--- src/rtl/sound_pkg.sv ---
// Shared sound types for the snake game audio path.
// Sound request encoding, mode, tone FSM states and event priority.
package sound_pkg;

   typedef enum logic [1:0] {
      SND_NONE = 2'd0,
      SND_MOVE = 2'd1,
      SND_GOOD = 2'd2,
      SND_BAD  = 2'd3
   } sound_type_t;

   typedef enum logic {
      OFF = 1'b0,
      ON  = 1'b1
   } mode_t;

   typedef enum logic [1:0] {
      IDLE  = 2'd0,
      NOTE1 = 2'd1,
      GAP   = 2'd2,
      NOTE2 = 2'd3
   } tone_state_t;

   // Preemption rank: BAD > GOOD > MOVE > NONE.
   function automatic logic [1:0] prio(input sound_type_t t);
      unique case (1'b1)
         (t == SND_BAD):  prio = 2'd3;
         (t == SND_GOOD): prio = 2'd2;
         (t == SND_MOVE): prio = 2'd1;
         default:         prio = 2'd0;
      endcase
   endfunction

endpackage

--- src/rtl/tone_divider.sv ---
// Square-wave generator: load starts high with a new half period.
// Ports: load, half_period, enable in; wave out (registered).
module tone_divider #(
   parameter int CNT_W = 16
) (
   input  logic             clk,
   input  logic             nRst_i,
   input  logic             load,
   input  logic [CNT_W-1:0] half_period,
   input  logic             enable,
   output logic             wave
);

   logic [CNT_W-1:0] hp_cnt;
   logic [CNT_W-1:0] hp_reg;

   always_ff @(posedge clk or negedge nRst_i) begin
      if (!nRst_i) begin
         hp_cnt <= '0;
         hp_reg <= '0;
         wave   <= 1'b0;
      end else if (load) begin
         hp_reg <= half_period;
         hp_cnt <= half_period - CNT_W'(1);
         wave   <= 1'b1;
      end else if (enable) begin
         if (hp_cnt == '0) begin
            wave   <= ~wave;
            hp_cnt <= hp_reg - CNT_W'(1);
         end else begin
            hp_cnt <= hp_cnt - CNT_W'(1);
         end
      end else begin
         // Not sounding: pin parked low.
         wave   <= 1'b0;
         hp_cnt <= '0;
      end
   end

endmodule

--- src/rtl/tone_player.sv ---
// Buzzer back end: turns one-cycle sound requests into tone sequences.
// Ports: playSound_i/soundType_i/mode_i in; speaker_o, busy_o, done_o out.
module tone_player
   import sound_pkg::*;
#(
   parameter int CNT_W     = 16,
   parameter int HP_MOVE   = 2,
   parameter int HP_GOOD   = 4,
   parameter int HP_BAD_HI = 3,
   parameter int HP_BAD_LO = 6,
   parameter int NOTE_LEN  = 16,
   parameter int GAP_LEN   = 4
) (
   input  logic        clk,
   input  logic        nRst_i,
   input  logic        playSound_i,
   input  sound_type_t soundType_i,
   input  mode_t       mode_i,
   output logic        speaker_o,
   output logic        busy_o,
   output logic        done_o
);

   tone_state_t      state;
   sound_type_t      cur;
   logic [CNT_W-1:0] len_cnt;

   logic             on;
   logic             in_note;
   logic             muting;
   logic             take;
   logic             gap_end;
   logic             div_load;
   logic             div_en;
   logic [CNT_W-1:0] div_hp;

   function automatic logic [CNT_W-1:0] hp_of(input sound_type_t t);
      unique case (1'b1)
         (t == SND_GOOD): hp_of = CNT_W'(HP_GOOD);
         (t == SND_BAD):  hp_of = CNT_W'(HP_BAD_HI);
         default:         hp_of = CNT_W'(HP_MOVE);
      endcase
   endfunction

   always_comb begin
      on      = (mode_i == ON);
      in_note = (state == NOTE1) || (state == NOTE2);
      muting  = (state != IDLE) && !on;
      // From IDLE any real sound starts; while busy only a higher rank.
      take    = playSound_i && on &&
                ((state == IDLE) ? (soundType_i != SND_NONE)
                                 : (prio(soundType_i) > prio(cur)));
      gap_end = (state == GAP) && (len_cnt == '0);
      div_load = take || (gap_end && on);
      div_hp   = take ? hp_of(soundType_i) : CNT_W'(HP_BAD_LO);
      // Last note cycle disables the divider so the pin drops low.
      div_en   = in_note && on && (len_cnt != '0);
   end

   tone_divider #(
      .CNT_W(CNT_W)
   ) u_div (
      .clk        (clk),
      .nRst_i     (nRst_i),
      .load       (div_load),
      .half_period(div_hp),
      .enable     (div_en),
      .wave       (speaker_o)
   );

   always_ff @(posedge clk or negedge nRst_i) begin
      if (!nRst_i) begin
         state   <= IDLE;
         cur     <= SND_NONE;
         len_cnt <= '0;
         done_o  <= 1'b0;
      end else begin
         done_o <= 1'b0;
         if (muting) begin
            state   <= IDLE;
            len_cnt <= '0;
         end else if (take) begin
            state   <= NOTE1;
            cur     <= soundType_i;
            len_cnt <= CNT_W'(NOTE_LEN - 1);
         end else begin
            unique case (state)
               IDLE: ;
               NOTE1, NOTE2: begin
                  if (len_cnt == '0) begin
                     if (state == NOTE1 && cur == SND_BAD) begin
                        state   <= GAP;
                        len_cnt <= CNT_W'(GAP_LEN - 1);
                     end else begin
                        state  <= IDLE;
                        done_o <= 1'b1;
                     end
                  end else begin
                     len_cnt <= len_cnt - CNT_W'(1);
                  end
               end
               GAP: begin
                  if (len_cnt == '0) begin
                     state   <= NOTE2;
                     len_cnt <= CNT_W'(NOTE_LEN - 1);
                  end else begin
                     len_cnt <= len_cnt - CNT_W'(1);
                  end
               end
               default: state <= IDLE;
            endcase
         end
      end
   end

   assign busy_o = (state != IDLE);

endmodule

--- config.mk ---
export PLATFORM = sky130hd
export DESIGN_NAME = tone_player
export DESIGN_NICKNAME = d
export VERILOG_FILES = /design/src/rtl/sound_pkg.sv /design/src/rtl/tone_divider.sv /design/src/rtl/tone_player.sv
export SDC_FILE = /design/constraint.sdc
export NUM_CORES = 1
export LEC_CHECK = 0
export CAP_MARGIN = 5
export CELL_PAD_IN_SITES_DETAIL_PLACEMENT = 0
export CELL_PAD_IN_SITES_GLOBAL_PLACEMENT = 1
export CORE_ASPECT_RATIO = 1.75
export CORE_UTILIZATION = 53
export CTS_CLUSTER_DIAMETER = 60
export CTS_CLUSTER_SIZE = 16
export DETAILED_ROUTE_END_ITERATION = 7
export PLACE_DENSITY = 0.94
export SYNTH_ARGS = -nofsm -noshare
export SYNTH_HDL_FRONTEND = slang
export SYNTH_HIERARCHICAL = 1
export SYNTH_SLANG_ARGS = --single-unit
--- constraint.sdc ---
create_clock -name clk -period 6.5 [get_ports clk]
set_input_delay 1.3 -clock clk [delete_from_list [all_inputs] [get_ports clk]]
set_output_delay 1.3 -clock clk [all_outputs]
set_load 0.005 [all_outputs]
# [Word level (Yosys, flattened, before mapping)]
# Index checks and enable logic that the tools add are counted.
[word_totals] regBits=54 inputBits=6 out_inout_bits=3 wordCells=77
[op_classes] n_addsub=4 order_cmp=1 eq_ne=13 muxes=28 bitwise=2 n_reduce_logical=22
[op_table] cell="16-bit two-way mux" count=9
[op_table] cell="16-bit by 1-bit subtractor with 16-bit output (second input constant)" count=4
[op_table] cell="16-bit logical NOT" count=2
[op_table] cell="16-bit one-hot mux with 2 select lines" count=1
[op_table] cell="16-bit nonzero test" count=1
[op_table] cell="2-bit == test (second input constant)" count=6
[op_table] cell="2-bit one-hot mux with 3 select lines" count=2
[op_table] cell="2-bit two-way mux" count=5
[op_table] cell="1-bit two-way mux" count=9
[op_table] cell="1-bit logical AND" count=8
[op_table] cell="2-bit by 1-bit == test with 1-bit output (second input constant)" count=3
[op_table] cell="3-bit one-hot mux with 2 select lines" count=1
[op_table] cell="5-bit != test (second input constant)" count=1
[op_table] cell="4-bit by 3-bit != test with 1-bit output (second input constant)" count=1
[op_table] cell="4-bit != test (second input constant)" count=1
[op_table] cell="2-bit one-hot mux with 2 select lines" count=1
[op_table] cell="2-bit AND reduction" count=2
[op_table] cell="2-bit nonzero test" count=2
[op_table] cell="4-bit nonzero test" count=1
[op_table] cell="3-bit by 2-bit != test with 1-bit output (second input constant)" count=1
[op_table] cell="3-bit AND reduction" count=1
[op_table] cell="2-bit > comparator" count=1
[op_table] cell="2-bit logical NOT" count=1
[op_table] cell="1-bit logical OR" count=2
[op_table] cell="3 further kinds" count=4

# [Longest topological paths before layout]
[depth] ltp_word=8 ltp_mapped=14 depth_no_buf=13

# [By module]
# The synthesis kept the hierarchy.
[by_module_without_submodules] module="tone_divider" n_inst=1 cells_per_inst=212 area_per_inst_um2=2105.8 seq_area_each_um2=825.8
[by_module_without_submodules] module="tone_player" n_inst=1 cells_per_inst=157 area_per_inst_um2=1361.3 seq_area_each_um2=525.5

# [Worst setup path after synthesis]
# OpenSTA, ideal clock, no wires.
[synth_timing] path_type="input -> register" from="in soundType_i[1]" to="reg u_div.hp_cnt[14]" setup_time_ns=0.066 arrival_time_ns=3.550 required_time_ns=6.434 setup_slack_ns=2.884 path_stages=13 path_buffers=3 path_cell_list="clkbuf_1 ha_1 nor2b_1 o21a_1 o21ai_0 o21ai_0 and2_1 clkbuf_1 inv_1 nand2_1 clkbuf_1 a311o_1 nand2_1"
[synth_via] word_cells_on_any_way=13 cone_classes="add/sub (1); order compare (1); eq/ne (3); mux (5); reduce/logical (3)"
[synth_rtl] item="start: declaration" line_no="tone_player.sv:17" text="input sound_type_t soundType_i,"
[synth_rtl] item="2-bit by 1-bit == test with 1-bit output (tied with other cells)" line_no="sound_pkg.sv:29" text="(t == SND_MOVE): prio = 2'd1;"
[synth_rtl] item="2-bit one-hot mux with 3 select lines" line_no="sound_pkg.sv:26" text="unique case (1'b1)"
[synth_rtl] item="2-bit > comparator" line_no="tone_player.sv:52" text=": (prio(soundType_i) > prio(cur)));"
[synth_rtl] item="1-bit two-way mux *" line_no="tone_player.sv:51" text="((state == IDLE) ? (soundType_i != SND_NONE)"
[synth_rtl] item="1-bit logical AND *" line_no="tone_player.sv:50" text="take = playSound_i && on &&"
[synth_rtl] item="1-bit logical OR *" line_no="tone_player.sv:54" text="div_load = take || (gap_end && on);"
[synth_rtl] item="net div_load" line_no="tone_player.sv:33" text="logic div_load;"
[synth_rtl] item="16-bit two-way mux *" line_no="tone_divider.sv:22" text="end else if (load) begin"
[synth_rtl] item="end signal: assignment" line_no="tone_divider.sv:24" text="hp_cnt <= half_period - CNT_W'(1);"
[synth_rtl] item="end signal: assignment" line_no="tone_divider.sv:29" text="hp_cnt <= hp_reg - CNT_W'(1);"
[synth_rtl] item="end signal: assignment" line_no="tone_divider.sv:31" text="hp_cnt <= hp_cnt - CNT_W'(1);"
[synth_rtl] item="end: declaration" line_no="tone_divider.sv:14" text="logic [CNT_W-1:0] hp_cnt;"
# The timed path passes the listed nets; every way through them passes the cells marked *.
# A chain may end at the register's enable or synchronous reset.

# [Worst setup path after layout]
[layout_timing] from="in soundType_i[1]" to="reg u_div.hp_cnt[15]"
# Same word-level chain as after synthesis.

==> flow_summary_export.csv <==
group,metric,value,unit
clock_network,cts_buffers,5,
timing,finalHoldViolCount,0,
timing,tightest_slew,1.20,ns
power_and_ir_drop,ir_drop,0.213,mV
hold_path,holdCritStartpoint,"len_cnt[15]$_DFFE_PN0P_",
yosys,synth_compound_area_frac,0.213,
timing,holdWs,0.490,ns
yosys,synth.distinct_cells,70,
yosys,synth_edf_count,0,
yosys,synth_top_family_by_area,"simple AND/OR/NAND/NOR gates",
layout,regArea,0.00135,mm2
detailed_routing,drc,0,
yosys,synth_xor_area_frac,0.0530,
clock_network,ctsResizeCount,0,
layout,multi_input_area,0.00214,mm2
clock_network,cts_hold_buf,0,
power_and_ir_drop,p_leak,1.66,nW
layout,nFillCells,573,
hold_path,holdPathStages,1,
run_status,status,"finished, final reports clean",
timing,drv_slew,0,
yosys,postSynthAreaPerCell,9.40,um2
die,die_x,63.1,um
timing,period_needed,4.40,ns
global_routing,grt_pass1_vias,2830,
timing,relSlewSlack,0.196,
layout,final_cell_mix,"dfrtp_1 (54), conb_1 (49), nand2_1 (31)",
yosys,synthAdderAreaFrac,0.0180,
yosys,muxShareOfSynthArea,0.0520,
layout,final_layout_size_suffix_gt1_frac,0.112,
place,dp_hpwl,5.92,mm
power_and_ir_drop,share_comb_of_total_power,0.561,
yosys,synthCells,369,
worst_setup_path,path_class,"input pin to flip-flop",
place,gp_congestion,0.903,
clock_network,insertion_delay,0.32,ns
detailed_routing,drt_first_pass_iters,4,
worst_setup_path,slowest_stage,"clkdlybuf4s50_1",
worst_setup_path,crit_chain,"clkdlybuf4s50_1 -> ha_1 -> nor2b_1 -> o21a_1 -> o21ai_0 -> o21ai_0 -> and2_1 -> buf_4 -> inv_1 -> nand2_1 -> a211o_1 -> o211ai_1",
die,rows,38,
hold_path,hold_path_class,"flip-flop to flip-flop",
detailed_routing,wl_per_cell,15.6,um
clock_network,cts_tree,"built",
detailed_routing,drt-initial-drc-count,148,
clock_network,cts-root-buf,"clkbuf_8",
worst_setup_path,critical-path-top-delay-family,"compound AO/OA/AOI/OAI gates",
die,io-pin-count,9,
die,start_util,0.552,
detailed_routing,via_per_inst,5.79,
worst_setup_path,worst_ep_required_time,6.75,ns
detailed_routing,vias,2896,
worst_setup_path,crit_arrival,4.65,ns
place,portBuffers,8,
global_routing,grtUsageTotal,0.246,
die,core,0.00628,mm2
worst_setup_path,r2r-end,"u_div/hp_cnt[15]$_DFF_PN0_",
power_and_ir_drop,power_frac_seq,0.309,
clock_network,clockBufferDepth,2,
power_and_ir_drop,clockPowerShare,0.130,
yosys,synth_seq_cells,54,
worst_setup_path,startpoint,"soundType_i[1]",
worst_setup_path,critical_path.max_fanout,27,
power_and_ir_drop,p_switching,0.000810,W
run,maxCapViolations,0,
worst_setup_path,crit_path_start_kind,"input pin",
timing,finalSetupViolCount,0,
layout,syn_to_final_growth,11.1,%
yosys,synth-simple-area-share,0.227,
global_routing,grt_remaining_overflow,0,
layout,postLayoutCoreUtil,0.614,
layout,final_common_cell,"dfrtp_1",
power_and_ir_drop,p_per_area,463,mW/mm2
layout,diodes,0,
yosys,yosys_warnings,6,
timing,fin_skew,0.00798,ns
worst_setup_path,max_stage_delay,0.55,ns
global_routing,grt_first_pass_wirelength,13.0,mm
global_routing,grt_max_degree,55,
global_routing,antenna_found_initial,0,
yosys,ys_seq_area_frac,0.390,
timing,rsz0062_at_grt,"false",
worst_setup_path,crit_top_cell,"o21ai_0",
clock_network,clk_pin_slew,0.10,ns
worst_setup_path,rr_worst_depth,12,
power_and_ir_drop,p_sw_frac,0.454,
timing,fmax,227,MHz
worst_setup_path,r2r_start,"len_cnt[0]$_DFFE_PN0P_",
yosys,synth_top_flop_cell,"dfrtp_1",
layout,final_nets,430,
hold_path,whs_endpoint,"len_cnt[15]$_DFFE_PN0P_",
detailed_routing,ant_nets,0,
worst_setup_path,cp-end-kind,"flip-flop",
power_and_ir_drop,p_int,0.000974,W
yosys,async_flop_share,1.00,
timing,tns,0,ns
clock_network,post_cts_buffers,0,
clock_network,cts.sink_count,54,
yosys,netlist_area,0.00347,mm2
die,die_y,109,um
worst_setup_path,cp_num_buf_inv,3,
detailed_routing,drt_wl_total,7.80,mm
worst_setup_path,r2r_setup_slack,2.96,ns
die,die-area,0.00688,mm2
timing,period_share,0.677,
clock_network,htreeDepth,2,
==> metal layers <==
metal | global-route usage | part of all wire | up-vias
met3 | 0.0314 | 0.016 | 20
met5 | 0 | 0 | -
met2 | 0.468 | 0.55 | 44
met4 | 0.143 | 0.036 | 0
li1 | - | - | 1423
met1 | 0.254 | 0.39 | 1409
==> synthesized netlist by cell type, drive strengths merged, types with 4 or more instances <==
cell	number	area, um2
or3	6	37.5
mux2	16	180
a22o	4	35.0
inv	17	63.8
o21a	5	37.5
o22ai	8	50.1
a31oi	8	50.1
a21oi	19	95.1
a21o	5	37.5
o211ai	4	35.0
o21ai	22	110
nor3	20	121
ha	5	62.6
nand3	9	45.0
nor4	8	86.3
nand4	11	83.8
xnor2	11	96.3
nand2	31	116
or2	5	31.3
clkbuf	10	37.5
dfrtp	54	1350
xor2	10	87.6
nor2	24	90.1
buf	5	57.6
==> power groups by stage <==
stage	logic (W)	clock network, W	registers, W
2_1_floorplan	0.000859	0	0.000518
3_3_place_gp	0.000975	0	0.000554
3_5_place_dp	0.000993	0	0.000556
4_1_cts	0.000998	0.000237	0.000550
5_1_grt	0.00109	0.000250	0.000564
6_report	0.00100	0.000232	0.000552
==> logic make-up (layout without fill, tap and decap cells) <==
| kind of cell | Yosys count | after routing |
|---|---|---|
| compound gates | 105 | 105 |
| xor+xnor | 21 | 21 |
| fa+ha+maj | 5 | 5 |
| buf+inv | 32 | 35 |
| flops | 54 | 54 |
| mux | 16 | 16 |
| other cells | 1 | 49 |
| simple gates | 135 | 135 |
==> how the worst max path moves through the flow <==
stage / endpoint / slack, ns / depth (start not counted)
after floorplan: u_div/hp_cnt[14]$_DFF_PN0_ / 2.88 / 13
after global placement: u_div/hp_cnt[15]$_DFF_PN0_ / 1.88 / 12
after detailed placement: u_div/hp_cnt[15]$_DFF_PN0_ / 1.79 / 12
after CTS: u_div/hp_cnt[15]$_DFF_PN0_ / 2.13 / 12
after global routing: u_div/hp_cnt[15]$_DFF_PN0_ / 1.68 / 12
final: u_div/hp_cnt[15]$_DFF_PN0_ / 2.10 / 12
==> through the flow <==
| stage | power [W] | cell area (um2) | std cells | setup WS [ns] |
|---|---|---|---|---|
| detailed placement | 0.00155 | 3740 | 492 | 1.79 |
| global placement | 0.00153 | 3740 | 492 | 1.88 |
| global route | 0.00191 | 3850 | 500 | 1.68 |
| finish | 0.00178 | 3850 | 500 | 2.10 |
| CTS | 0.00179 | 3850 | 500 | 2.13 |
| floorplan | 0.00138 | 3650 | 417 | 2.88 |
==> final cells by class <==
cell class / count / area share
Clock buffer: 6 / 0.0188
Tap cell: 80 / 0.0260
Sequential cell: 54 / 0.351
Timing Repair Buffer: 10 / 0.0234
Inverter: 17 / 0.0166
Clock inverter: 2 / 0.00974
Multi-Input combinational cell: 331 / 0.555
Power figures use the tool's default switching activity.
